<file path="src/rtl/mem_ctrl.sv">
`default_nettype none
// ============================================================================
//  Module   : mem_ctrl
//  Purpose  : Byte-serial memory controller that shares one 8-bit synchronous
//             RAM port between the IF and MEM pipeline stages. It builds
//             32-bit instruction fetches and sized loads/stores out of single
//             byte accesses. MEM requests take priority over IF requests.
//  Ports    :
//    clk, reset_n            clock, synchronous active-low reset
//    if_req / if_addr        instruction fetch request (4 bytes, little-endian)
//    if_ready / if_data      one-cycle completion pulse and fetched word
//    flush                   aborts an in-flight fetch, blocks fetch acceptance
//    mem_req/we/width/sext   data access request, direction, size, extension
//    mem_addr / mem_wdata    data byte address and store data
//    mem_ready / mem_rdata   one-cycle completion pulse and load result
//    ram_a/dout/wr/din       8-bit synchronous RAM port (1-cycle read latency)
//    stall_if / stall_mem    stage has an outstanding access (combinational)
//  Revision : 1.0  initial release
// ============================================================================
module mem_ctrl #(
    parameter int ADDR_W = 17
) (
    input  logic              clk,
    input  logic              reset_n,
    input  logic              if_req,
    input  logic [31:0]       if_addr,
    output logic              if_ready,
    output logic [31:0]       if_data,
    input  logic              flush,
    input  logic              mem_req,
    input  logic              mem_we,
    input  logic [1:0]        mem_width,
    input  logic              mem_sext,
    input  logic [31:0]       mem_addr,
    input  logic [31:0]       mem_wdata,
    output logic              mem_ready,
    output logic [31:0]       mem_rdata,
    output logic [ADDR_W-1:0] ram_a,
    output logic [7:0]        ram_dout,
    output logic              ram_wr,
    input  logic [7:0]        ram_din,
    output logic              stall_if,
    output logic              stall_mem
);

    localparam logic [1:0] S_IDLE = 2'd0;
    localparam logic [1:0] S_IF   = 2'd1;
    localparam logic [1:0] S_RD   = 2'd2;
    localparam logic [1:0] S_WR   = 2'd3;

    logic [1:0]        r_state;
    logic [1:0]        w_next_state;

    logic [ADDR_W-1:0] r_base;      // first byte address of the access
    logic [ADDR_W-1:0] r_last_a;    // last address driven, held while idle
    logic [2:0]        r_cnt;       // byte step within the access
    logic [2:0]        r_nbytes;    // 1, 2 or 4
    logic [31:0]       r_wdata;
    logic              r_sext;
    logic [31:0]       r_buf;       // read bytes gathered so far

    logic              r_if_ready;
    logic              r_mem_ready;
    logic [31:0]       r_if_data;
    logic [31:0]       r_mem_rdata;

    logic              w_ready_cycle;
    logic              w_accept_mem;
    logic              w_accept_if;
    logic [2:0]        w_req_nbytes;
    logic              w_rd_last;
    logic              w_wr_last;
    logic [1:0]        w_lane;
    logic [31:0]       w_assembled;
    logic [31:0]       w_load_ext;

    // Only the low ADDR_W address bits reach the RAM.
    logic              unused_addr_hi;
    assign unused_addr_hi = ^{if_addr, mem_addr};

    // ------------------------------------------------------------------------
    // Request acceptance. The cycle of a ready pulse is spent idle: the
    // requester still holds its request in that cycle, so it must not be
    // taken again.
    // ------------------------------------------------------------------------
    assign w_ready_cycle = r_if_ready | r_mem_ready;
    assign w_accept_mem  = reset_n & (r_state == S_IDLE) & ~w_ready_cycle & mem_req;
    assign w_accept_if   = reset_n & (r_state == S_IDLE) & ~w_ready_cycle & ~mem_req
                         & if_req & ~flush;

    always_comb begin
        w_req_nbytes = 3'd4;
        case (mem_width)
            2'd0:    w_req_nbytes = 3'd1;
            2'd1:    w_req_nbytes = 3'd2;
            default: w_req_nbytes = 3'd4;
        endcase
    end

    // Reads present addr+cnt in cycle c_cnt (cnt starts at 1) and capture the
    // byte presented one cycle earlier into lane cnt-1. Writes start cnt at 0
    // so that cycle c_i writes byte i-1.
    assign w_rd_last = (r_cnt == r_nbytes);
    assign w_wr_last = (r_cnt == (r_nbytes - 3'd1));
    assign w_lane    = 2'(r_cnt - 3'd1);

    // Final read word: the last byte comes straight from the RAM this cycle.
    always_comb begin
        w_assembled = r_buf;
        w_assembled[{w_lane, 3'b000} +: 8] = ram_din;
    end

    always_comb begin
        w_load_ext = w_assembled;
        case (r_nbytes)
            3'd1: w_load_ext = r_sext ? {{24{w_assembled[7]}}, w_assembled[7:0]}
                                      : {24'h0, w_assembled[7:0]};
            3'd2: w_load_ext = r_sext ? {{16{w_assembled[15]}}, w_assembled[15:0]}
                                      : {16'h0, w_assembled[15:0]};
            default: w_load_ext = w_assembled;
        endcase
    end

    // ------------------------------------------------------------------------
    // FSM: state register
    // ------------------------------------------------------------------------
    always_ff @(posedge clk) begin
        if (!reset_n) begin
            r_state <= S_IDLE;
        end else begin
            r_state <= w_next_state;
        end
    end

    // ------------------------------------------------------------------------
    // FSM: next-state logic
    // ------------------------------------------------------------------------
    always_comb begin
        w_next_state = r_state;
        case (r_state)
            S_IDLE: begin
                if (w_accept_mem) begin
                    w_next_state = mem_we ? S_WR : S_RD;
                end else if (w_accept_if) begin
                    w_next_state = S_IF;
                end
            end
            S_IF: begin
                // A redirect discards the partial fetch, even on its last byte.
                if (flush || w_rd_last) begin
                    w_next_state = S_IDLE;
                end
            end
            S_RD: begin
                if (w_rd_last) begin
                    w_next_state = S_IDLE;
                end
            end
            S_WR: begin
                if (w_wr_last) begin
                    w_next_state = S_IDLE;
                end
            end
            default: w_next_state = S_IDLE;
        endcase
    end

    // ------------------------------------------------------------------------
    // FSM: RAM port outputs. The address of a new access is driven in its
    // acceptance cycle so the first byte arrives one cycle later.
    // ------------------------------------------------------------------------
    always_comb begin
        ram_a    = r_last_a;
        ram_wr   = 1'b0;
        ram_dout = 8'h00;
        case (r_state)
            S_IDLE: begin
                if (w_accept_mem) begin
                    ram_a = mem_addr[ADDR_W-1:0];
                end else if (w_accept_if) begin
                    ram_a = if_addr[ADDR_W-1:0];
                end
            end
            S_IF, S_RD: begin
                ram_a = r_base + ADDR_W'(r_cnt);
            end
            S_WR: begin
                ram_a    = r_base + ADDR_W'(r_cnt);
                ram_wr   = 1'b1;
                ram_dout = r_wdata[{r_cnt[1:0], 3'b000} +: 8];
            end
            default: begin
                ram_a = r_last_a;
            end
        endcase
    end

    // ------------------------------------------------------------------------
    // Datapath registers
    // ------------------------------------------------------------------------
    always_ff @(posedge clk) begin
        if (!reset_n) begin
            r_base      <= '0;
            r_last_a    <= '0;
            r_cnt       <= 3'd0;
            r_nbytes    <= 3'd0;
            r_wdata     <= 32'h0;
            r_sext      <= 1'b0;
            r_buf       <= 32'h0;
            r_if_ready  <= 1'b0;
            r_mem_ready <= 1'b0;
            r_if_data   <= 32'h0;
            r_mem_rdata <= 32'h0;
        end else begin
            r_last_a    <= ram_a;
            r_if_ready  <= 1'b0;
            r_mem_ready <= 1'b0;

            if (w_accept_mem) begin
                r_base   <= mem_addr[ADDR_W-1:0];
                r_nbytes <= w_req_nbytes;
                r_wdata  <= mem_wdata;
                r_sext   <= mem_sext;
                r_cnt    <= mem_we ? 3'd0 : 3'd1;
                r_buf    <= 32'h0;
            end else if (w_accept_if) begin
                r_base   <= if_addr[ADDR_W-1:0];
                r_nbytes <= 3'd4;
                r_sext   <= 1'b0;
                r_cnt    <= 3'd1;
                r_buf    <= 32'h0;
            end

            case (r_state)
                S_IF: begin
                    if (!flush) begin
                        if (w_rd_last) begin
                            r_if_ready <= 1'b1;
                            r_if_data  <= w_assembled;
                        end else begin
                            r_buf[{w_lane, 3'b000} +: 8] <= ram_din;
                            r_cnt <= r_cnt + 3'd1;
                        end
                    end
                end
                S_RD: begin
                    if (w_rd_last) begin
                        r_mem_ready <= 1'b1;
                        r_mem_rdata <= w_load_ext;
                    end else begin
                        r_buf[{w_lane, 3'b000} +: 8] <= ram_din;
                        r_cnt <= r_cnt + 3'd1;
                    end
                end
                S_WR: begin
                    if (w_wr_last) begin
                        r_mem_ready <= 1'b1;
                    end else begin
                        r_cnt <= r_cnt + 3'd1;
                    end
                end
                default: begin
                end
            endcase
        end
    end

    assign if_ready  = r_if_ready;
    assign if_data   = r_if_data;
    assign mem_ready = r_mem_ready;
    assign mem_rdata = r_mem_rdata;
    assign stall_if  = if_req & ~r_if_ready;
    assign stall_mem = mem_req & ~r_mem_ready;

endmodule
`default_nettype wire
</file>
<file path="config.mk">
export PLATFORM = sky130hd
export DESIGN_NAME = mem_ctrl
export DESIGN_NICKNAME = d
export VERILOG_FILES = /design/src/rtl/mem_ctrl.sv
export SDC_FILE = /design/constraint.sdc
export NUM_CORES = 1
export LEC_CHECK = 0
export BUFFER_PORTS_ARGS = -buffer_cell sky130_fd_sc_hd__buf_2
export CAP_MARGIN = 20
export CORE_ASPECT_RATIO = 1.4
export CORE_UTILIZATION = 54
export DETAILED_ROUTE_END_ITERATION = 8
export PLACE_DENSITY = 0.81
export SYNTH_ARGS = -nofsm -noshare
export SYNTH_HDL_FRONTEND = slang
export SYNTH_SLANG_ARGS = --single-unit
</file>
<file path="constraint.sdc">
create_clock -name clk -period 3.71 [get_ports clk]
set_input_delay 0.742 -clock clk [delete_from_list [all_inputs] [get_ports clk]]
set_output_delay 0.742 -clock clk [all_outputs]
set_load 0.03 [all_outputs]
</file>
==> flow_summary.html, run 1 <==
<table>
<tr><th>Metric</th><th>Value</th></tr>
<tr><th colspan="2">Power</th></tr>
<tr><td>Switching share of power</td><td>40.71%</td></tr>
<tr><td>Share of power burned in registers</td><td>34.0%</td></tr>
<tr><td>Power density normalized to cell area</td><td>706.4 nW/µm²</td></tr>
<tr><td>Power share of the clock group</td><td>24.8%</td></tr>
<tr><td>Maximum vdd ir drop</td><td>0.4634 mV</td></tr>
<tr><td>Leakage power</td><td>4.143 nW</td></tr>
<tr><td>NetSw</td><td>2.862 mW</td></tr>
<tr><td>Cell internal pwr</td><td>4.169 mW</td></tr>
<tr><td>Logic pwr share</td><td>41.2%</td></tr>
<tr><td>Sum of internal, switching and leakage power</td><td>7.032 mW</td></tr>
<tr><th colspan="2">Outcome</th></tr>
<tr><td>Outcome</td><td>complete, no violations</td></tr>
<tr><th colspan="2">Synth</th></tr>
<tr><td>EDFF count, synth</td><td>0</td></tr>
<tr><td>Total of flip-flops plus latches after synthesis</td><td>173</td></tr>
<tr><td>Area share of xor/xnor cells in the synthesized design</td><td>1.953%</td></tr>
<tr><td>Area share of the largest cell type after synthesis</td><td>41.57%</td></tr>
<tr><td>Top post-synthesis cells by area</td><td>sky130_fd_sc_hd__dfxtp_1 (42%), sky130_fd_sc_hd__a21oi_1 (4.7%), sky130_fd_sc_hd__nand2_1 (4.7%), sky130_fd_sc_hd__nor2_1 (4.4%), sky130_fd_sc_hd__a211oi_1 (3.6%)</td></tr>
<tr><td>Yosys warnings</td><td>0</td></tr>
<tr><td>Post-Syn Area</td><td>8330 µm²</td></tr>
<tr><td>Register area share after synthesis</td><td>41.57%</td></tr>
<tr><td>Cells after Synth</td><td>971</td></tr>
<tr><td>Dominant cell type by area after synthesis</td><td>sky130_fd_sc_hd__dfxtp_1</td></tr>
<tr><td>Mean area per synthesized cell</td><td>8.579 µm²</td></tr>
<tr><td>Post-synthesis mux area share</td><td>3.635%</td></tr>
<tr><td>Share of synthesized cell area in and, or, nand and nor gates</td><td>19.50%</td></tr>
<tr><td>Ys async rst share</td><td>0%</td></tr>
<tr><td>Post-synthesis net count</td><td>1,102</td></tr>
<tr><td>Post-synth cell types</td><td>60</td></tr>
<tr><td>Post-synth top flop</td><td>sky130_fd_sc_hd__dfxtp_1</td></tr>
<tr><td>Largest family of logic cells by synthesized area</td><td>compound AO/OA/AOI/OAI gates</td></tr>
<tr><td>Compound-gate portion of the synthesized area</td><td>25.86%</td></tr>
<tr><td>Share of synthesized cell area in full adder, half adder and majority cells</td><td>2.794%</td></tr>
<tr><th colspan="2">Hold path</th></tr>
<tr><td>Number of instances on the worst hold path</td><td>2</td></tr>
<tr><td>Worst hold path class</td><td>flop to flop</td></tr>
<tr><th colspan="2">Worst setup path</th></tr>
<tr><td>Sort of element at the start of the critical path</td><td>flop</td></tr>
<tr><td>Worst Setup Path Type</td><td>flop to primary output</td></tr>
<tr><td>Critical path's top delay family</td><td>adder cells</td></tr>
<tr><td>Biggest cell delay along the critical path</td><td>410 ps</td></tr>
<tr><td>Buffers &amp; Inverters on Critical Path</td><td>2</td></tr>
<tr><td>Cell with the largest stage delay on the worst path</td><td>sky130_fd_sc_hd__fa_1</td></tr>
<tr><td>Stages on worst setup path</td><td>9</td></tr>
<tr><td>Crit. End Element</td><td>primary output</td></tr>
<tr><td>Worst EP arrival</td><td>2800 ps</td></tr>
<tr><td>Required time at the worst-slack endpoint</td><td>2970 ps</td></tr>
<tr><td>Critical-path cell list</td><td>ha_1 &gt; inv_1 &gt; fa_1 &gt; nor2b_2 &gt; o211ai_1 &gt; or3_1 &gt; xor2_1 &gt; o22ai_1 &gt; buf_2</td></tr>
<tr><td>Worst Reg-to-Reg Cells</td><td>8</td></tr>
<tr><td>Critical-path maximum fanout</td><td>5</td></tr>
<tr><th colspan="2">Route</th></tr>
<tr><td>Antenna violation net count after detailed routing</td><td>0</td></tr>
<tr><td>First DRT Iteration DRCs</td><td>526</td></tr>
<tr><td>Per-cell via count in the routed design</td><td>5.883</td></tr>
<tr><td>Post-detailed-routing wire length</td><td>22,350 µm</td></tr>
<tr><td>Via count</td><td>7,765</td></tr>
<tr><td>Detailed-route DRC error count</td><td>0</td></tr>
<tr><td>Routed wirelength normalized by instance count</td><td>16.93 µm</td></tr>
<tr><td>Pre-Repair DR Iteration Count</td><td>5</td></tr>
<tr><th colspan="2">Global route</th></tr>
<tr><td>Pin count of the biggest net entering global routing</td><td>65</td></tr>
<tr><td>Number of global-route vias before repair</td><td>7,127</td></tr>
<tr><td>Global-route wire length before repair</td><td>35,240 µm</td></tr>
<tr><td>Tot GR Track Use</td><td>28.02%</td></tr>
<tr><td>Overflow left after global routing</td><td>0</td></tr>
<tr><td>Number of antenna violations at the first check in global routing</td><td>0</td></tr>
<tr><th colspan="2">STA</th></tr>
<tr><td>Final number of hold-violating endpoints</td><td>0</td></tr>
<tr><td>Setup Total Neg Slack</td><td>0 ps</td></tr>
<tr><td>Worst Tran Pin Value</td><td>917.7 ps</td></tr>
<tr><td>Setup repair after global routing missed its margin</td><td>no</td></tr>
<tr><td>Count of pins over their slew limit</td><td>0</td></tr>
<tr><td>Post-layout minimum cycle time</td><td>3539 ps</td></tr>
<tr><td>Fmax</td><td>0.2825 GHz</td></tr>
<tr><td>Tightest slew margin relative to the limit</td><td>38.69%</td></tr>
<tr><td>Worst setup skew after layout</td><td>9.501 ps</td></tr>
<tr><td>Setup-failing EPs final</td><td>0</td></tr>
<tr><td>Crit share post-route</td><td>95.40%</td></tr>
<tr><th colspan="2">Layout</th></tr>
<tr><td>Most frequent cells in the layout</td><td>sky130_fd_sc_hd__buf_2 (176), sky130_fd_sc_hd__dfxtp_1 (173), sky130_fd_sc_hd__nand2_1 (105)</td></tr>
<tr><td>Fill cells</td><td>1,295</td></tr>
<tr><td>Most common cell after layout, fill and taps aside</td><td>sky130_fd_sc_hd__buf_2</td></tr>
<tr><td>Layout cells sized above 1</td><td>23.76%</td></tr>
<tr><td>Antenna Diode Count</td><td>0</td></tr>
<tr><td>Area growth from synthesis to layout</td><td>19.50%</td></tr>
<tr><td>Final nets</td><td>1,247</td></tr>
<tr><th colspan="2">Die</th></tr>
<tr><td>Area of the core</td><td>15,050 µm²</td></tr>
<tr><td>Floorplan row count</td><td>53</td></tr>
<tr><td>Die boundary width</td><td>107.0 µm</td></tr>
<tr><td>Die span in y</td><td>149.0 µm</td></tr>
<tr><td>Initial core utilization</td><td>55.34%</td></tr>
<tr><td>Die area</td><td>15,930 µm²</td></tr>
<tr><td>IO Count</td><td>207</td></tr>
<tr><th colspan="2">Clock network</th></tr>
<tr><td>Level count of the clock H-tree</td><td>4</td></tr>
<tr><td># clock sinks</td><td>173</td></tr>
<tr><td>Cts bufs inserted</td><td>17</td></tr>
<tr><td>Clock latency on the worst-skew pair</td><td>430 ps</td></tr>
<tr><td>CTS Root Cell</td><td>sky130_fd_sc_hd__clkbuf_16</td></tr>
<tr><td>CTS tree</td><td>yes</td></tr>
<tr><td>Clock edge transition at the registers on the reported setup and hold paths</td><td>70 ps</td></tr>
<tr><td>Clock buffer depth</td><td>2</td></tr>
<tr><td>Post-CTS Setup Inserts</td><td>0</td></tr>
<tr><th colspan="2">Job</th></tr>
<tr><td>Maximum capacitance violations</td><td>0</td></tr>
<tr><th colspan="2">Placed design</th></tr>
<tr><td>Port bufs</td><td>176</td></tr>
<tr><td>Final RePlAce weighted congestion</td><td>0.8550</td></tr>
<tr><td>Estimated wirelength of the detail-placed design</td><td>15,860 µm</td></tr>
</table>
## synth_stat cells, types with 4 or more instances
| cell | number |
|---|---|
| sky130_fd_sc_hd__nor2b_1 | 35 |
| sky130_fd_sc_hd__nor3_1 | 14 |
| sky130_fd_sc_hd__nand4_1 | 4 |
| sky130_fd_sc_hd__o31a_1 | 5 |
| sky130_fd_sc_hd__buf_1 | 9 |
| sky130_fd_sc_hd__o21ai_0 | 29 |
| sky130_fd_sc_hd__ha_1 | 17 |
| sky130_fd_sc_hd__a22o_1 | 25 |
| sky130_fd_sc_hd__o22ai_1 | 13 |
| sky130_fd_sc_hd__o2bb2ai_1 | 10 |
| sky130_fd_sc_hd__a32o_1 | 4 |
| sky130_fd_sc_hd__a21o_1 | 13 |
| sky130_fd_sc_hd__buf_2 | 10 |
| sky130_fd_sc_hd__mux4_2 | 8 |
| sky130_fd_sc_hd__nand4bb_1 | 6 |
| sky130_fd_sc_hd__inv_1 | 19 |
| sky130_fd_sc_hd__nor2_1 | 98 |
| sky130_fd_sc_hd__dfxtp_1 | 173 |
| sky130_fd_sc_hd__a31oi_1 | 34 |
| sky130_fd_sc_hd__xor2_1 | 11 |
| sky130_fd_sc_hd__o221ai_1 | 6 |
| sky130_fd_sc_hd__nand3_1 | 17 |
| sky130_fd_sc_hd__or3_1 | 10 |
| sky130_fd_sc_hd__clkbuf_1 | 60 |
| sky130_fd_sc_hd__nand2b_1 | 4 |
| sky130_fd_sc_hd__and2_1 | 21 |
| sky130_fd_sc_hd__a21oi_1 | 79 |
| sky130_fd_sc_hd__xnor2_1 | 5 |
| sky130_fd_sc_hd__o221a_1 | 10 |
| sky130_fd_sc_hd__nand2_1 | 105 |
| sky130_fd_sc_hd__mux2i_1 | 10 |
| sky130_fd_sc_hd__nor3b_1 | 6 |
| sky130_fd_sc_hd__o221a_2 | 14 |
| sky130_fd_sc_hd__and3_1 | 7 |
| sky130_fd_sc_hd__a211oi_1 | 40 |
## worst reg2reg max path, stage by stage, from the launching register on
cell	delay (ps)
sky130_fd_sc_hd__dfxtp_1	350
sky130_fd_sc_hd__buf_4	320
sky130_fd_sc_hd__inv_1	160
sky130_fd_sc_hd__ha_1	390
sky130_fd_sc_hd__and3_1	180
sky130_fd_sc_hd__a31oi_1	420
sky130_fd_sc_hd__o21ai_2	240
sky130_fd_sc_hd__or2_1	530
sky130_fd_sc_hd__o221a_2	360
## worst paths after layout
path	from	slack, ps	end
max	r_cnt[0]$_SDFF_PN0_	170	ram_a[12]
min	r_wdata[16]$_SDFFE_PN0P_	460	r_wdata[16]$_SDFFE_PN0P_
max reg2reg	r_cnt[0]$_SDFF_PN0_	640	mem_rdata[17]$_SDFFE_PN0P_
min reg2reg	r_wdata[16]$_SDFFE_PN0P_	460	r_wdata[16]$_SDFFE_PN0P_
## repair_timing
| action | 4_1_cts | 5_1_grt |
|---|---|---|
| hold buffers | 0 | 0 |
| setup endpoints to repair | 0 | 1 |
| gates resized for setup | 0 | 1 |
## power by group through the flow
stage / registers [mW] / logic [mW] / clock network (mW)
after floorplan: 2.71 / 1.80 / 0
after global placement: 2.41 / 2.83 / 0
after detailed placement: 2.42 / 2.87 / 0
after CTS: 2.39 / 2.89 / 1.76
after global routing: 2.42 / 3.13 / 1.85
final: 2.39 / 2.90 / 1.75
## stage by stage
stage | cell area (µm²) | utilization (%) | setup WS, ps | hold WS, ps | std cells
finish | 9955 | 66.13 | 170.7 | 456.0 | 1320
global route | 9955 | 66.13 | 31.70 | 473.6 | 1320
CTS | 9952 | 66.11 | 56.87 | 456.5 | 1320
detailed placement | 9383 | 62.33 | 463.3 | 447.3 | 1289
global placement | 9375 | 62.28 | 508.4 | 439.0 | 1288
floorplan | 8330 | - | 249.2 | 433.1 | 971
## cell families (layout without fill, tap and decap cells)
logic type                 Yosys count  in the layout
muxes                               20             20
AOI/OAI and AO/OA                  307            307
adders and majority gates           18             18
DFF                                173            173
and+or+nand+nor                    336            336
buffers and inverters              100            257
xor gates and xnor gates            17             17
## state kept, by name, indices dropped and copies added, names as in the netlist
signal     cells
if_data       32
mem_rdata     32
r_buf         32
r_wdata       32
r_base        17
r_last_a      17
r_cnt          3
r_nbytes       3
r_state        2
if_ready       1
mem_ready      1
r_sext         1
## cell type report
type | count | area, µm² | share of cell area (%)
clock buffer | 18 | 429.2 | 4.311
clock inverter | 13 | 140.1 | 1.408
inverter | 19 | 71.32 | 0.7164
multi-input combinational | 698 | 4497 | 45.17
sequential | 173 | 3463 | 34.79
tap | 192 | 240.2 | 2.413
timing repair buffer | 207 | 1114 | 11.19
## layer usage
metal / part of all wire (%) / vias to the layer above / global-route usage, %
li1: - / 3805 / -
met1: 41 / 3616 / 34.22
met2: 50 / 313 / 49.00
met3: 6.3 / 31 / 4.893
met4: 2.0 / 0 / 10.27
met5: 0 / - / 0
Note: power is estimated with default switching activity, not from simulation.
==> run 2: changes to the inputs <==
--- a/config.mk
+++ b/config.mk
@@ -8,9 +8,9 @@
 export BUFFER_PORTS_ARGS = -buffer_cell sky130_fd_sc_hd__buf_2
 export CAP_MARGIN = 20
 export CORE_ASPECT_RATIO = 1.4
-export CORE_UTILIZATION = 54
+export CORE_UTILIZATION = 30
 export DETAILED_ROUTE_END_ITERATION = 8
-export PLACE_DENSITY = 0.81
+export GPL_TIMING_DRIVEN = 0
 export SYNTH_ARGS = -nofsm -noshare
 export SYNTH_HDL_FRONTEND = slang
 export SYNTH_SLANG_ARGS = --single-unit
==> run 2 against run 1 <==
Against the previous run: flip-flop and latch count is the same; via count up 4.4%; worst setup slack lost 34 ps; critical path depth fell by 1; fmax down 0.94%; clock skew up 0.65 ps; clock power increased by 12%; utilization decreased by 28 points; largest cell class unchanged.
==> flow_summary.html, run 2 (same netlist as run 1, synthesis figures left out) <==
<table>
<tr><th>Metric</th><th>Value</th></tr>
<tr><th colspan="2">Outcome</th></tr>
<tr><td>Outcome</td><td>complete, no violations</td></tr>
<tr><th colspan="2">Clock network</th></tr>
<tr><td>CTS tree</td><td>yes</td></tr>
<tr><td>Clock buffer depth</td><td>2</td></tr>
<tr><td>Cts bufs inserted</td><td>17</td></tr>
<tr><td>CTS Root Cell</td><td>sky130_fd_sc_hd__clkbuf_16</td></tr>
<tr><td># clock sinks</td><td>173</td></tr>
<tr><td>Level count of the clock H-tree</td><td>4</td></tr>
<tr><td>Hold_buf cts</td><td>0</td></tr>
<tr><td>Clock latency on the worst-skew pair</td><td>450 ps</td></tr>
<tr><td>Clock edge transition at the registers on the reported setup and hold paths</td><td>60 ps</td></tr>
<tr><th colspan="2">Route</th></tr>
<tr><td>Routed wirelength normalized by instance count</td><td>18.21 µm</td></tr>
<tr><td>First DRT Iteration DRCs</td><td>557</td></tr>
<tr><td>Pre-Repair DR Iteration Count</td><td>5</td></tr>
<tr><td>Antenna violation net count after detailed routing</td><td>0</td></tr>
<tr><td>Detailed-route DRC error count</td><td>0</td></tr>
<tr><td>Post-detailed-routing wire length</td><td>28,070 µm</td></tr>
<tr><td>Via count</td><td>8,105</td></tr>
<tr><td>Per-cell via count in the routed design</td><td>5.260</td></tr>
<tr><th colspan="2">Placed design</th></tr>
<tr><td>Number of placed instances with taps included</td><td>1,505</td></tr>
<tr><td>Estimated wirelength of the detail-placed design</td><td>21,250 µm</td></tr>
<tr><td>Port bufs</td><td>168</td></tr>
<tr><td>Final RePlAce weighted congestion</td><td>0.8712</td></tr>
<tr><td>Placed cell area</td><td>9639 µm²</td></tr>
<tr><th colspan="2">Die</th></tr>
<tr><td>Initial core utilization</td><td>30.75%</td></tr>
<tr><td>Die area</td><td>28,450 µm²</td></tr>
<tr><td>Area of the core</td><td>27,090 µm²</td></tr>
<tr><td>IO Count</td><td>207</td></tr>
<tr><td>Die boundary width</td><td>142.8 µm</td></tr>
<tr><td>Die span in y</td><td>199.2 µm</td></tr>
<tr><td>Floorplan row count</td><td>71</td></tr>
<tr><th colspan="2">Worst setup path</th></tr>
<tr><td>Critical-path cell list</td><td>buf_2 &gt; nor2b_1 &gt; clkbuf_1 &gt; o2bb2ai_1 &gt; nand2_1 &gt; o211ai_1 &gt; o21ai_0 &gt; buf_2</td></tr>
<tr><td>Cell with the largest stage delay on the worst path</td><td>sky130_fd_sc_hd__nor2b_1</td></tr>
<tr><td>Crit. End Element</td><td>primary output</td></tr>
<tr><td>Critical path's top delay family</td><td>buffers and inverters</td></tr>
<tr><td>Worst EP arrival</td><td>2830 ps</td></tr>
<tr><td>Buffers &amp; Inverters on Critical Path</td><td>3</td></tr>
<tr><td>Biggest cell delay along the critical path</td><td>530 ps</td></tr>
<tr><td>Worst Setup Path Type</td><td>input port to primary output</td></tr>
<tr><td>Sort of element at the start of the critical path</td><td>input port</td></tr>
<tr><td>Required time at the worst-slack endpoint</td><td>2970 ps</td></tr>
<tr><td>Critical path's most frequent cell</td><td>sky130_fd_sc_hd__buf_2</td></tr>
<tr><td>Critical-path maximum fanout</td><td>10</td></tr>
<tr><th colspan="2">Layout</th></tr>
<tr><td>Layout cells sized above 1</td><td>21.51%</td></tr>
<tr><td>Most frequent cells in the layout</td><td>sky130_fd_sc_hd__buf_2 (178), sky130_fd_sc_hd__dfxtp_1 (171), sky130_fd_sc_hd__nand2_1 (105)</td></tr>
<tr><td>Most common cell after layout, fill and taps aside</td><td>sky130_fd_sc_hd__buf_2</td></tr>
<tr><td>Fill cells</td><td>2,805</td></tr>
<tr><td>Final cell area excluding filler cells</td><td>10,340 µm²</td></tr>
<tr><td>Finished Core Util</td><td>38.17%</td></tr>
<tr><td>Final nets</td><td>1,294</td></tr>
<tr><td>Fin cells</td><td>1,541</td></tr>
<tr><td>Antenna Diode Count</td><td>0</td></tr>
<tr><td>Area growth from synthesis to layout</td><td>24.15%</td></tr>
<tr><th colspan="2">STA</th></tr>
<tr><td>Tightest slew margin relative to the limit</td><td>27.58%</td></tr>
<tr><td>Setup repair after global routing missed its margin</td><td>no</td></tr>
<tr><td>Count of pins over their slew limit</td><td>0</td></tr>
<tr><td>Setup-failing EPs final</td><td>0</td></tr>
<tr><td>Final number of hold-violating endpoints</td><td>0</td></tr>
<tr><td>Hold slack</td><td>455.2 ps</td></tr>
<tr><td>Worst Tran Pin Value</td><td>1084 ps</td></tr>
<tr><td>Setup Total Neg Slack</td><td>0 ps</td></tr>
<tr><td>Fmax</td><td>0.2799 GHz</td></tr>
<tr><td>Worst setup skew after layout</td><td>10.15 ps</td></tr>
<tr><td>Crit share post-route</td><td>96.31%</td></tr>
<tr><td>Post-layout minimum cycle time</td><td>3573 ps</td></tr>
<tr><th colspan="2">Power</th></tr>
<tr><td>Maximum vdd ir drop</td><td>0.4104 mV</td></tr>
<tr><td>Leakage power</td><td>4.154 nW</td></tr>
<tr><td>Power density normalized to cell area</td><td>712.1 nW/µm²</td></tr>
<tr><th colspan="2">Global route</th></tr>
<tr><td>Global-route wire length before repair</td><td>43,180 µm</td></tr>
<tr><td>Number of antenna violations at the first check in global routing</td><td>0</td></tr>
<tr><td>Tot GR Track Use</td><td>20.07%</td></tr>
<tr><td>Overflow left after global routing</td><td>0</td></tr>
<tr><td>Number of global-route vias before repair</td><td>7,781</td></tr>
<tr><td>Pin count of the biggest net entering global routing</td><td>17</td></tr>
<tr><th colspan="2">Job</th></tr>
<tr><td>Maximum capacitance violations</td><td>0</td></tr>
<tr><th colspan="2">Hold path</th></tr>
<tr><td>Worst hold path class</td><td>flop to flop</td></tr>
</table>
[run 2: cell types whose count changed in the layout (fill, tap and decap cells not counted), sizes merged]
cell      delta
clkbuf      +63
clkinv       -5
inv          +1
bufinv       +2
clkinvlp     +3
buf         -16
[run 2: final cells by class]
type	count	area (µm²)	share of cell area (%)
Timing Repair Buffer	173	884.6	8.553
Inverter	19	75.07	0.7259
Buffer	81	337.8	3.266
Clock buffer	18	429.2	4.150
Tap cell	365	456.7	4.416
Clock inverter	14	206.4	1.996
Sequential cell	173	3471	33.56
Multi-Input combinational cell	698	4482	43.33
[run 2: routing by layer]
metal  vias to the layer above  GRT usage [%]  wire, µm
li1                       3927              -         -
met1                      3840          23.60     11650
met2                       285          35.35     14220
met3                        53          3.139      1426
met4                         0          9.598       770
met5                         -              0         0
[run 2: stage by stage]
step	worst slack, ps	power, mW
global placement	-369.1	5.379
floorplan	249.2	4.506
detailed placement	-373.5	5.419
global route	7.295	7.784
CTS	24.79	7.386
finish	137.0	7.365
[run 2: final timing paths]
kind,startpoint,to,slack [ps],cells past startpoint
setup reg to reg,r_cnt[0]$_SDFF_PN0_,mem_rdata[22]$_SDFFE_PN0P_,380,10
hold / removal,r_wdata[13]$_SDFFE_PN0P_,r_wdata[13]$_SDFFE_PN0P_,460,2
setup / recovery,if_req,ram_a[5],140,8
hold reg to reg,r_wdata[13]$_SDFFE_PN0P_,r_wdata[13]$_SDFFE_PN0P_,460,2
[run 2: tightest hold or removal path, cell delays in order, from the launching register on]
cell and delay (ps):
sky130_fd_sc_hd__dfxtp_1 310, sky130_fd_sc_hd__nand2_1 50, sky130_fd_sc_hd__a21oi_1 50
[run 2: timing repair]
action,CTS,global route
endpoints found under the setup margin,19,5
pin swaps,1,0
resized for setup,10,9
buffers inserted,2,2
[run 2: power by group]
part           switching (mW)  internal (mW)
Clock                   0.817           1.14
Sequential              0.207           2.19
Combinational            2.04          0.970
==> run 3: changes to the inputs <==
--- a/config.mk
+++ b/config.mk
@@ -5,6 +5,7 @@
 export SDC_FILE = /design/constraint.sdc
 export NUM_CORES = 1
 export LEC_CHECK = 0
+export ABC_AREA = 1
 export BUFFER_PORTS_ARGS = -buffer_cell sky130_fd_sc_hd__buf_2
 export CAP_MARGIN = 20
 export CORE_ASPECT_RATIO = 1.4
==> run 3 against run 2 <==
Against the previous run: die area down 0.30%; fmax up 0.35%; first-iteration DRC count unchanged.
==> flow_summary.html, run 3 <==
<table>
<tr><th>Metric</th><th>Value</th></tr>
<tr><th colspan="2">STA</th></tr>
<tr><td>Final number of hold-violating endpoints</td><td>0</td></tr>
<tr><td>Post-layout minimum cycle time</td><td>3561 ps</td></tr>
<tr><td>Tightest slew margin relative to the limit</td><td>40.55%</td></tr>
<tr><td>Crit share post-route</td><td>95.97%</td></tr>
<tr><td>Worst Tran Pin Value</td><td>885.8 ps</td></tr>
<tr><td>Count of pins over their slew limit</td><td>0</td></tr>
<tr><td>Setup-failing EPs final</td><td>0</td></tr>
<tr><td>Worst setup skew after layout</td><td>9.257 ps</td></tr>
<tr><td>Setup Total Neg Slack</td><td>0 ps</td></tr>
<tr><td>Fmax</td><td>0.2808 GHz</td></tr>
<tr><td>Setup repair after global routing missed its margin</td><td>no</td></tr>
<tr><th colspan="2">Clock network</th></tr>
<tr><td># clock sinks</td><td>173</td></tr>
<tr><td>Hold_buf cts</td><td>0</td></tr>
<tr><td>CTS tree</td><td>yes</td></tr>
<tr><td>Post-CTS Setup Inserts</td><td>0</td></tr>
<tr><td>Level count of the clock H-tree</td><td>4</td></tr>
<tr><td>Clock latency on the worst-skew pair</td><td>430 ps</td></tr>
<tr><td>Clock edge transition at the registers on the reported setup and hold paths</td><td>70 ps</td></tr>
<tr><td>Cts bufs inserted</td><td>17</td></tr>
<tr><td>CTS Root Cell</td><td>sky130_fd_sc_hd__clkbuf_16</td></tr>
<tr><td>Clock buffer depth</td><td>2</td></tr>
<tr><th colspan="2">Power</th></tr>
<tr><td>Leakage power</td><td>4.719 nW</td></tr>
<tr><td>Sum of internal, switching and leakage power</td><td>6.271 mW</td></tr>
<tr><td>Power density normalized to cell area</td><td>613.6 nW/µm²</td></tr>
<tr><td>Maximum vdd ir drop</td><td>0.3361 mV</td></tr>
<tr><th colspan="2">Layout</th></tr>
<tr><td>Fill cells</td><td>3,031</td></tr>
<tr><td>Antenna Diode Count</td><td>0</td></tr>
<tr><td>Most frequent cells in the layout</td><td>sky130_fd_sc_hd__nand2_1 (299), sky130_fd_sc_hd__buf_2 (192), sky130_fd_sc_hd__dfxtp_1 (171)</td></tr>
<tr><td>Most common cell after layout, fill and taps aside</td><td>sky130_fd_sc_hd__nand2_1</td></tr>
<tr><td>Finished Core Util</td><td>37.84%</td></tr>
<tr><td>Layout cells sized above 1</td><td>17.43%</td></tr>
<tr><td>Area growth from synthesis to layout</td><td>23.05%</td></tr>
<tr><td>Final nets</td><td>1,558</td></tr>
<tr><th colspan="2">Route</th></tr>
<tr><td>Antenna violation net count after detailed routing</td><td>0</td></tr>
<tr><td>Pre-Repair DR Iteration Count</td><td>5</td></tr>
<tr><td>First DRT Iteration DRCs</td><td>557</td></tr>
<tr><td>Met3 wire len</td><td>1455 µm</td></tr>
<tr><td>Detailed-route DRC error count</td><td>0</td></tr>
<tr><td>Routed wirelength normalized by instance count</td><td>15.65 µm</td></tr>
<tr><td>Highest routed layer</td><td>met4</td></tr>
<tr><td>Wire length on met2</td><td>14,520 µm</td></tr>
<tr><td>Via count</td><td>8,691</td></tr>
<tr><td>Post-detailed-routing wire length</td><td>28,260 µm</td></tr>
<tr><td>Per-cell via count in the routed design</td><td>4.815</td></tr>
<tr><td>Met1 wire length</td><td>11,460 µm</td></tr>
<tr><th colspan="2">Worst setup path</th></tr>
<tr><td>Critical path's most frequent cell</td><td>sky130_fd_sc_hd__nand2_1</td></tr>
<tr><td>Sort of element at the start of the critical path</td><td>flop</td></tr>
<tr><td>Critical-path maximum fanout</td><td>9</td></tr>
<tr><td>Critical path's top delay family</td><td>simple AND/OR/NAND/NOR gates</td></tr>
<tr><td>Required time at the worst-slack endpoint</td><td>2970 ps</td></tr>
<tr><td>Worst EP arrival</td><td>2820 ps</td></tr>
<tr><td>Critical-path cell list</td><td>ha_1 &gt; inv_1 &gt; fa_1 &gt; inv_1 &gt; nand2_1 &gt; nand2_1 &gt; nand4_1 &gt; nor2_1 &gt; xor2_1 &gt; nand2_1 &gt; nand2_1 &gt; buf_2</td></tr>
<tr><td>Biggest cell delay along the critical path</td><td>460 ps</td></tr>
<tr><td>Cell with the largest stage delay on the worst path</td><td>sky130_fd_sc_hd__dfxtp_2</td></tr>
<tr><td>Crit. End Element</td><td>primary output</td></tr>
<tr><td>Worst Setup Path Type</td><td>flop to primary output</td></tr>
<tr><td>Buffers &amp; Inverters on Critical Path</td><td>3</td></tr>
<tr><th colspan="2">Synth</th></tr>
<tr><td>Yosys warnings</td><td>0</td></tr>
<tr><td>Post-Syn Area</td><td>8305 µm²</td></tr>
<tr><td>Total of flip-flops plus latches after synthesis</td><td>173</td></tr>
<tr><td>Top post-synthesis cells by area</td><td>sky130_fd_sc_hd__dfxtp_1 (42%), sky130_fd_sc_hd__nand2_1 (14%), sky130_fd_sc_hd__a21oi_1 (9.9%), sky130_fd_sc_hd__nor2_1 (7.6%), sky130_fd_sc_hd__o21ai_0 (7.6%)</td></tr>
<tr><td>Most frequent cells after synthesis</td><td>sky130_fd_sc_hd__nand2_1 (299), sky130_fd_sc_hd__dfxtp_1 (173), sky130_fd_sc_hd__nor2_1 (169), sky130_fd_sc_hd__a21oi_1 (164), sky130_fd_sc_hd__o21ai_0 (126)</td></tr>
<tr><td>Ys async rst share</td><td>0%</td></tr>
<tr><td>EDFF count, synth</td><td>0</td></tr>
<tr><td>Register area share after synthesis</td><td>41.70%</td></tr>
<tr><td>Post-synth cell types</td><td>35</td></tr>
<tr><td>Cell with the most instances after synthesis</td><td>sky130_fd_sc_hd__nand2_1</td></tr>
<tr><td>Post-synth top flop</td><td>sky130_fd_sc_hd__dfxtp_1</td></tr>
<tr><td>Post-synthesis net count</td><td>1,363</td></tr>
<tr><td>Dominant cell type by area after synthesis</td><td>sky130_fd_sc_hd__dfxtp_1</td></tr>
<tr><td>Cells after Synth</td><td>1,232</td></tr>
<tr><td>Area share of the largest cell type after synthesis</td><td>41.70%</td></tr>
<tr><td>Mean area per synthesized cell</td><td>6.741 µm²</td></tr>
<tr><th colspan="2">Hold path</th></tr>
<tr><td>Worst hold path class</td><td>flop to flop</td></tr>
<tr><th colspan="2">Global route</th></tr>
<tr><td>Pin count of the biggest net entering global routing</td><td>17</td></tr>
<tr><td>Tot GR Track Use</td><td>20.27%</td></tr>
<tr><td>Overflow left after global routing</td><td>0</td></tr>
<tr><td>Number of global-route vias before repair</td><td>8,147</td></tr>
<tr><td>Number of antenna violations at the first check in global routing</td><td>0</td></tr>
<tr><td>Global-route wire length before repair</td><td>43,480 µm</td></tr>
<tr><th colspan="2">Die</th></tr>
<tr><td>Die span in y</td><td>198.9 µm</td></tr>
<tr><td>Area of the core</td><td>27,010 µm²</td></tr>
<tr><td>Die boundary width</td><td>142.6 µm</td></tr>
<tr><td>Die area</td><td>28,360 µm²</td></tr>
<tr><td>Floorplan row count</td><td>71</td></tr>
<tr><td>IO Count</td><td>207</td></tr>
<tr><td>Initial core utilization</td><td>30.75%</td></tr>
<tr><th colspan="2">Placed design</th></tr>
<tr><td>Estimated wirelength of the detail-placed design</td><td>21,900 µm</td></tr>
<tr><td>Port bufs</td><td>176</td></tr>
<tr><td>Final RePlAce weighted congestion</td><td>0.9175</td></tr>
<tr><th colspan="2">Job</th></tr>
<tr><td>Maximum capacitance violations</td><td>0</td></tr>
<tr><th colspan="2">Outcome</th></tr>
<tr><td>Outcome</td><td>complete, no violations</td></tr>
</table>
[run 3: what timing repair did]
| item | in CTS | in global routing |
|---|---|---|
| hold endpoints to repair | 0 | 0 |
| gates resized for setup | 1 | 1 |
| endpoints found under the setup margin | 1 | 3 |
[run 3: area by class of cell]
| cell class | instances | area, µm² | share of cell area (%) |
|---|---|---|---|
| Timing Repair Buffer | 176 | 880.8 | 8.619 |
| Clock inverter | 13 | 141.4 | 1.383 |
| Sequential cell | 173 | 3466 | 33.91 |
| Tap cell | 365 | 456.7 | 4.469 |
| Buffer | 60 | 275.3 | 2.693 |
| Clock buffer | 19 | 432.9 | 4.236 |
| Inverter | 112 | 422.9 | 4.138 |
| Multi-Input combinational cell | 887 | 4144 | 40.55 |
[run 3: kinds of logic after synthesis]
group                      count (synthesis)  synth area share (%)
and+or+nand+nor                          540                 26.56
AOI/OAI and AO/OA                        321                 19.60
DFF                                      173                 41.70
buffers and inverters                    172                 8.406
adders and majority gates                 18                 2.802
xor gates and xnor gates                   8                0.9341
[run 3: tightest hold or removal path, stage by stage (launching register included)]
cell	delay, ps
sky130_fd_sc_hd__dfxtp_1	300
sky130_fd_sc_hd__inv_1	60
sky130_fd_sc_hd__a21oi_1	50
[run 3: report_power, final]
group / internal [mW] / switching, mW
Clock: 0.998 / 0.787
Combinational: 0.625 / 1.65
Sequential: 2.09 / 0.121
Total: 3.72 / 2.55
[run 3: routing by layer]
metal / track usage [%] / vias to the layer above
met5: 0 / -
met4: 8.363 / 0
met3: 3.105 / 48
met2: 37.31 / 272
met1: 23.02 / 3978
li1: - / 4393
[run 3: path summary, 6_finish.rpt]
kind                            startpoint                    endpoint  slack, ps  depth (start not counted)
setup / recovery       r_cnt[0]$_SDFF_PN0_                   ram_a[16]        150                         12
hold / removal    r_wdata[14]$_SDFFE_PN0P_    r_wdata[14]$_SDFFE_PN0P_        460                          2
setup reg to reg       r_cnt[0]$_SDFF_PN0_  mem_rdata[14]$_SDFFE_PN0P_        330                         10
hold reg to reg   r_wdata[14]$_SDFFE_PN0P_    r_wdata[14]$_SDFFE_PN0P_        460                          2
[run 3: metrics by stage]
stage          hold slack (ps)  worst slack, ps  instance area, µm²  cells
2_1_floorplan            429.7            961.1                8305   1232
3_3_place_gp             442.5            272.7                9643   1773
3_5_place_dp             445.4            293.9                9643   1773
4_1_cts                  456.2            5.138               10220   1805
5_1_grt                  469.8            5.839               10220   1805
6_report                 455.8            149.4               10220   1805
